===== config.mk =====
export PLATFORM = sky130hd
export DESIGN_NAME = imem_loader
export DESIGN_NICKNAME = d
export VERILOG_FILES = /design/src/rtl/imem_loader.sv
export SDC_FILE = /design/constraint.sdc
export NUM_CORES = 1
export LEC_CHECK = 0
export ABC_CLOCK_PERIOD_IN_PS = 3100
export BUFFER_PORTS_ARGS = -buffer_cell sky130_fd_sc_hd__buf_2
export CAP_MARGIN = 20
export CORE_MARGIN = 8
export CORE_UTILIZATION = 56
export DETAILED_ROUTE_END_ITERATION = 16
export GPL_ROUTABILITY_DRIVEN = 0
export PLACE_DENSITY = 0.79
export SYNTH_ARGS = -nofsm -noshare
export SYNTH_HDL_FRONTEND = slang
export SYNTH_SLANG_ARGS = --single-unit

===== constraint.sdc =====
create_clock -name clock -period 3.1 [get_ports clock]
set_clock_uncertainty 0.15 [all_clocks]
set_input_delay 0.62 -clock clock [delete_from_list [all_inputs] [get_ports clock]]
set_output_delay 0.62 -clock clock [all_outputs]
set_load 0.02 [all_outputs]

===== src/rtl/imem_loader.sv =====
// imem_loader: receives a byte stream over a valid/ready link and writes it
// into instruction memory while holding the core in reset.
// Stream layout: 4-byte little-endian word count N, then N little-endian
// 4-byte words. The optional trailing checksum (sum mod 2^32 of the data
// words) is compiled in when IMEM_LOADER_CHECKSUM_EN is defined.
module imem_loader #(
    parameter int DATA_WIDTH = 32,
    parameter int ADDR_WIDTH = 12
) (
    input  logic                  clock,
    input  logic                  reset,
    input  logic                  start,
    input  logic                  byte_valid,
    input  logic [7:0]            byte_data,
    output logic                  byte_ready,
    output logic                  mem_we,
    output logic [ADDR_WIDTH-1:0] mem_waddr,
    output logic [DATA_WIDTH-1:0] mem_wdata,
    output logic                  core_hold,
    output logic                  done,
    output logic                  error,
    output logic [ADDR_WIDTH:0]   words_loaded
);

    // Largest legal word count (the full memory depth), at header width.
    localparam logic [DATA_WIDTH-1:0] DEPTH_W =
        {{(DATA_WIDTH-ADDR_WIDTH-1){1'b0}}, 1'b1, {ADDR_WIDTH{1'b0}}};

    typedef enum logic [2:0] {
        IDLE  = 3'd0,
        HDR   = 3'd1,
        DATA  = 3'd2,
        WRITE = 3'd3,
        CSUM  = 3'd4,
        DONE  = 3'd5,
        ERR   = 3'd6
    } state_t;

    state_t                state_r;
    logic [1:0]            byte_cnt_r;
    // Holds the first three bytes of the word being assembled; the fourth
    // byte is combined straight from byte_data so the word is ready on the
    // accepting cycle.
    logic [DATA_WIDTH-9:0] word_r;
    logic [ADDR_WIDTH:0]   n_r;
    logic                  byte_ready_r;
    logic                  mem_we_r;
    logic [ADDR_WIDTH-1:0] mem_waddr_r;
    logic [DATA_WIDTH-1:0] mem_wdata_r;
    logic                  core_hold_r;
    logic                  done_r;
    logic                  error_r;
    logic [ADDR_WIDTH:0]   words_loaded_r;
`ifdef IMEM_LOADER_CHECKSUM_EN
    logic [DATA_WIDTH-1:0] csum_r;
`endif

    logic                  xfer_s;
    logic                  last_byte_s;
    logic [DATA_WIDTH-1:0] word_s;
    logic                  hdr_zero_s;
    logic                  hdr_big_s;
    logic [ADDR_WIDTH:0]   wl_next_s;
    logic                  more_s;

    assign xfer_s      = byte_valid & byte_ready_r;
    assign last_byte_s = (byte_cnt_r == 2'd3);
    assign word_s      = {byte_data, word_r};
    assign hdr_zero_s  = (word_s == {DATA_WIDTH{1'b0}});
    assign hdr_big_s   = (word_s > DEPTH_W);
    assign wl_next_s   = words_loaded_r + {{ADDR_WIDTH{1'b0}}, 1'b1};
    assign more_s      = (wl_next_s < n_r);

    // Loader FSM: byte assembly, memory write strobe, session status outputs.
    always_ff @(posedge clock) begin
        if (reset) begin
            state_r        <= IDLE;
            byte_cnt_r     <= 2'd0;
            word_r         <= {(DATA_WIDTH-8){1'b0}};
            n_r            <= {(ADDR_WIDTH+1){1'b0}};
            byte_ready_r   <= 1'b0;
            mem_we_r       <= 1'b0;
            mem_waddr_r    <= {ADDR_WIDTH{1'b0}};
            mem_wdata_r    <= {DATA_WIDTH{1'b0}};
            core_hold_r    <= 1'b1;
            done_r         <= 1'b0;
            error_r        <= 1'b0;
            words_loaded_r <= {(ADDR_WIDTH+1){1'b0}};
`ifdef IMEM_LOADER_CHECKSUM_EN
            csum_r         <= {DATA_WIDTH{1'b0}};
`endif
        end else begin
            case (state_r)
                IDLE, DONE, ERR: begin
                    if (start) begin
                        state_r        <= HDR;
                        byte_cnt_r     <= 2'd0;
                        word_r         <= {(DATA_WIDTH-8){1'b0}};
                        words_loaded_r <= {(ADDR_WIDTH+1){1'b0}};
                        done_r         <= 1'b0;
                        error_r        <= 1'b0;
                        core_hold_r    <= 1'b1;
                        byte_ready_r   <= 1'b1;
`ifdef IMEM_LOADER_CHECKSUM_EN
                        csum_r         <= {DATA_WIDTH{1'b0}};
`endif
                    end else if (state_r == DONE) begin
                        // Release the core one cycle after completion.
                        core_hold_r <= 1'b0;
                    end else begin
                        core_hold_r <= core_hold_r;
                    end
                end
                HDR: begin
                    if (xfer_s) begin
                        word_r     <= word_s[DATA_WIDTH-1:8];
                        byte_cnt_r <= byte_cnt_r + 2'd1;
                        if (last_byte_s) begin
                            if (hdr_zero_s) begin
`ifdef IMEM_LOADER_CHECKSUM_EN
                                state_r      <= CSUM;
`else
                                state_r      <= DONE;
                                done_r       <= 1'b1;
                                byte_ready_r <= 1'b0;
`endif
                            end else if (hdr_big_s) begin
                                state_r      <= ERR;
                                error_r      <= 1'b1;
                                byte_ready_r <= 1'b0;
                            end else begin
                                state_r <= DATA;
                                n_r     <= word_s[ADDR_WIDTH:0];
                            end
                        end
                    end
                end
                DATA: begin
                    if (xfer_s) begin
                        word_r     <= word_s[DATA_WIDTH-1:8];
                        byte_cnt_r <= byte_cnt_r + 2'd1;
                        if (last_byte_s) begin
                            state_r      <= WRITE;
                            byte_ready_r <= 1'b0;
                            mem_we_r     <= 1'b1;
                            mem_waddr_r  <= words_loaded_r[ADDR_WIDTH-1:0];
                            mem_wdata_r  <= word_s;
`ifdef IMEM_LOADER_CHECKSUM_EN
                            csum_r       <= csum_r + word_s;
`endif
                        end
                    end
                end
                WRITE: begin
                    mem_we_r       <= 1'b0;
                    words_loaded_r <= wl_next_s;
                    if (more_s) begin
                        state_r      <= DATA;
                        byte_ready_r <= 1'b1;
                    end else begin
`ifdef IMEM_LOADER_CHECKSUM_EN
                        state_r      <= CSUM;
                        byte_ready_r <= 1'b1;
`else
                        state_r      <= DONE;
                        done_r       <= 1'b1;
`endif
                    end
                end
`ifdef IMEM_LOADER_CHECKSUM_EN
                CSUM: begin
                    if (xfer_s) begin
                        word_r     <= word_s[DATA_WIDTH-1:8];
                        byte_cnt_r <= byte_cnt_r + 2'd1;
                        if (last_byte_s) begin
                            byte_ready_r <= 1'b0;
                            if (word_s == csum_r) begin
                                state_r <= DONE;
                                done_r  <= 1'b1;
                            end else begin
                                state_r <= ERR;
                                error_r <= 1'b1;
                            end
                        end
                    end
                end
`endif
                default: begin
                    state_r      <= IDLE;
                    byte_ready_r <= 1'b0;
                    mem_we_r     <= 1'b0;
                    done_r       <= 1'b0;
                    error_r      <= 1'b0;
                    core_hold_r  <= 1'b1;
                end
            endcase
        end
    end

    assign byte_ready   = byte_ready_r;
    assign mem_we       = mem_we_r;
    assign mem_waddr    = mem_waddr_r;
    assign mem_wdata    = mem_wdata_r;
    assign core_hold    = core_hold_r;
    assign done         = done_r;
    assign error        = error_r;
    assign words_loaded = words_loaded_r;

endmodule


After elaboration in Yosys (flattened, before gate mapping) --
Cells that the tools add are included.
Storage, ports and cells: flip-flop bits (word level) 104, input bits 12, output and inout bits 62, logic and storage cells 104
Operators by class: $add $sub $neg 2, order comparisons 2, equality and inequality tests 19, multiplexer cells 43, bitwise gates (word level) 7, reductions and logical operators 19
Operator list (count):
- $mux 24 | 2
- $pmux 24 s2 | 1
- $gt 32x13->1 const B | 1
- $logic_not 32->1 | 1
- $pmux 13 s2 | 1
- $mux 3 | 8
- $mux 1 | 21
- $ne 2x2->1 const B | 10
- $add 13x1->13 const B | 1
- $lt 13x13->1 | 1
- $mux 13 | 1
- $pmux 3 s4 | 1
- $reduce_and 6->1 | 2
- $reduce_and 5->1 | 2
- $reduce_and 3->1 | 3
- $pmux 1 s4 | 2
- $reduce_and 7->1 | 1
- $eq 3x2->1 const B | 2
- $eq 3x3->1 const B | 2
- $ne 3x3->1 const B | 2
- $not 1->1 | 6
- $reduce_or 3->1 | 2
- $mux 2 | 2
- $pmux 1 s2 | 2
- other kinds (12) | 15

Longest topological paths before layout --
word-level depth 6, mapped depth 11, gate-level depth less buffers 10

Worst setup path before layout --
OpenSTA, ideal clock, no wires.
path type reg2reg, start point reg words_loaded_r[0], in the netlist words_loaded[0], end point reg done_r, in the netlist done, setup time 0.070 ns, arrival 2.474 ns, data required time 2.880 ns, setup slack 0.406 ns, stages on the path, launching flop included 11, buffers on the path 0, cell sequence dfxtp_1 > ha_1 > nand3_1 > nor3_1 > xor2_1 > ha_1 > nand4_1 > a211oi_1 > a21oi_1 > a211o_1 > a21oi_1
On the way: longest elaborated chain between the ends 4
RTL lines:
- start: declaration | line 53 | logic [ADDR_WIDTH:0] words_loaded_r;
- start signal: assignment | line 88 | words_loaded_r <= {(ADDR_WIDTH+1){1'b0}};
- start signal: assignment | line 99 | words_loaded_r <= {(ADDR_WIDTH+1){1'b0}};
- start signal: assignment | line 156 | words_loaded_r <= wl_next_s;
- $add 13x1->13 | line 71 | assign wl_next_s = words_loaded_r + {{ADDR_WIDTH{1'b0}}, 1'b1};
- $lt 13x13->1 | line 72 | assign more_s = (wl_next_s < n_r);
- $ne 2x2->1 (no source line)
- $reduce_and 6->1 (no source line)
- end signal: assignment | line 86 | done_r <= 1'b0;
- end signal: assignment | line 100 | done_r <= 1'b0;
- end signal: assignment | line 124 | done_r <= 1'b1;
- end: declaration | line 51 | logic done_r;
No other way between the ends. A chain may end at the register's enable or synchronous reset.

Final worst setup path --
start point reg words_loaded_r[1], in the netlist words_loaded[1], end point reg done_r, in the netlist done
Same word-level chain as after synthesis.

==> reports/results.tsv <==
stage	metric	value	unit
status	status	finished clean	
yosys	synth-adder-area-share	0.0422	
floorplan	die_h	105	microns
critical_path	cp-end-kind	register	
yosys	synth-edff-count	0	
floorplan	io_pins	74	
critical_path	timing.rr.end	done	
sta	tightest_slew	0.562	ns
job	cap_violations	0	
clock_network	htree_levels	3	
critical_path	cp_max_fo	7	
critical_path	r2r-start	words_loaded[1]	
floorplan	rows	32	
route	via_per_inst	5.69	
sta	min_period_over_period	0.919	
sta	setup_violations	0	
global_route	track_usage	0.195	
critical_path	arrival	3.00	ns
yosys	avgSynthCellArea	8.25	sq um
floorplan	start_util	0.576	
clock_network	clock_path_buffers	2	
yosys	async_reset_ff_frac	0	
sta	fmax	351	MHz
sta	grt_setup_unrepaired	false	
cells_and_area	synthToLayoutAreaGrowth	14.5	%
min_path	worstHoldStart	mem_wdata[7]	
yosys	synthMuxAreaShare	0.0315	
yosys	ys_ff_latch	104	
cells_and_area	nets	628	
yosys	synthCells	539	
clock_network	cts_tree	yes	
floorplan	die_x	105	microns
critical_path	worstSetupPathType	reg -> reg	
sta	finalHoldViolCount	0	
cells_and_area	n_antenna_cell	0	
sta	relSlewSlack	0.625	
yosys	syn-num-nets	566	
global_route	grt_pass1_wl	18100	microns
route	wirelength	11000	microns
yosys	yosysSeqAreaShare	0.468	
clock_network	cts_setup_buffers	0	
route	drt_iter0_drc	201	
yosys	synthXorXnorAreaFrac	0.0273	
yosys	synth_compound_area_frac	0.174	
min_path	hold_end	mem_wdata[7]	
global_route	grt_antenna_before_repair	0	
route	ant_nets	0	
global_route	grt_max_degree	57	
sta	fin_crit	2.85	ns
pwr	p_leak	0.00204	uW
yosys	syn-cell-area	4450	sq um
route	wl_per_cell	15.5	microns
yosys	synth_top_family_by_area	simple AND/OR/NAND/NOR gates	
yosys	yosys_warnings	0	
critical_path	crit_path_frequent_cell	ha_1	
placement	port_buffers	73	
global_route	first_global_vias	3919	
critical_path	slowest_delay	0.44	ns
cells_and_area	layout_common_cells	nand2_1 (108), dfxtp_1 (104), buf_2 (73), nor2_1 (68), a21oi_1 (59)	
cells_and_area	final_common_cell	nand2_1	
clock_network	cts.sinks	104	
cells_and_area	drive_gt1_frac	0.177	
floorplan	design.die.area	11100	sq um
min_path	min_path_cells	2	
clock_network	numCtsBuffers	9	
sta	tns	0	ns
clock_network	clock-root-buffer	clkbuf_8	
critical_path	crit_required	3.25	ns
critical_path	rr_worst_depth	10	
route	dr.pass1.iters	5	
yosys	synthSimpleGateAreaFrac	0.208	
min_path	holdCritPathClass	reg -> reg	
critical_path	r2r_slack	0.25	ns
critical_path	cp_cell_sequence	ha_1, nand3_1, nor3_1, xor2_1, ha_1, nand4_1, a211oi_1, a21oi_2, a211o_1, a21oi_1	
clock_network	clkTransAtPathRegs	0.10	ns
global_route	grt_overflow	0	
pwr	vdd_drop_max	329	uV
critical_path	cpMaxStageDelayCell	dfxtp_1	
yosys	yosysUniqueCellTypes	47	
critical_path	critPathLaunchType	register	
route	drc_errors	0	
pwr	p_per_area	576	nW/um^2
clock_network	clock_latency	0.36	ns
floorplan	core_area	7730	sq um
route	via_count	4027	
placement	dp_hpwl	7740	microns
sta	drv_slew	0	
sta	hold_ws	0.305	ns
yosys	synthFlopType	dfxtp_1	
[cell usage after synthesis, types with 6 or more instances]
cell type	number	area, sq um
nand2_1	108	405
dfxtp_1	104	2080
nor2_1	68	255
a21oi_1	61	305
a22oi_1	34	255
clkbuf_1	28	105
inv_1	21	78.8
ha_1	15	188
mux2i_1	14	140
o21ai_0	9	45.0
xor2_1	7	61.3
nand3_1	6	30.0
[registers in the layout, summed over array words and instances (netlist names)]
| name | count |
|---|---|
| core_hold | 1 |
| byte_ready | 1 |
| mem_we | 1 |
| byte_cnt_r | 2 |
| done | 1 |
| error | 1 |
| state_r | 3 |
| mem_waddr | 12 |
| n_r | 13 |
| mem_wdata | 32 |
| word_r | 24 |
| words_loaded | 13 |
[worst max path at each step]
stage,start,endpoint,slack [ns],depth (start not counted)
6_report,words_loaded[1],done,0.25,10
5_1_grt,words_loaded[1],done,0.08,10
4_1_cts,words_loaded[1],state_r[1],0.26,10
3_5_place_dp,words_loaded[1],state_r[2],0.32,10
3_3_place_gp,words_loaded[1],state_r[1],0.40,10
2_1_floorplan,words_loaded[0],done,0.41,10
[power by group]
part | switching (uW) | internal [uW]
sequential | 98.3 | 1400
combinational | 414 | 210
clock | 485 | 327
[cell type report]
cell class / instances / area, sq um
tap: 102 / 128
inverter: 21 / 78.8
clock buffer: 10 / 138
clock inverter: 6 / 51.3
multi-input combinational: 382 / 2160
sequential: 104 / 2080
timing repair buffer: 83 / 453
fill: 689 / 2640
[routing by layer]
metal,wire (microns),vias up,track usage
met5,0,-,0
met4,145,0,0.0714
met3,765,16,0.0645
met2,5250,137,0.314
met1,4830,1903,0.236
li1,-,1971,-
[worst max-delay path: cells and delay by family (launching register included)]
kind | cells | cell delay [ns]
adder cells (fa/ha/maj) | 2 | 0.58
XOR/XNOR | 1 | 0.13
flip-flops | 1 | 0.44
AND/OR/NAND/NOR | 3 | 0.58
AO/OA/AOI/OAI | 4 | 0.92
[metrics by stage]
step / total power [uW] / cells / setup WS, ns / util / cell area [sq um]
floorplan: 1950 / 539 / 0.406 / - / 4450
detailed placement: 2130 / 692 / 0.320 / 0.634 / 4900
global placement: 2120 / 692 / 0.396 / 0.634 / 4900
global route: 3060 / 708 / 0.0757 / 0.659 / 5090
finish: 2930 / 708 / 0.250 / 0.659 / 5090
CTS: 2920 / 708 / 0.258 / 0.659 / 5090
[repair_timing]
| item | 4_1_cts | 5_1_grt |
|---|---|---|
| setup endpoints to repair | 0 | 3 |
| gates resized for setup | 0 | 1 |
| hold buffers | 0 | 0 |
[kinds of logic (layout without fill, tap and decap cells)]
group / Yosys count / in the layout
multiplexers: 14 / 14
AND/OR/NAND/NOR: 215 / 215
flip-flops: 104 / 104
XOR/XNOR: 13 / 13
buffers and inverters: 53 / 120
AO/OA/AOI/OAI: 125 / 125
adder cells (fa/ha/maj): 15 / 15
(Power assumes the default switching activity.)
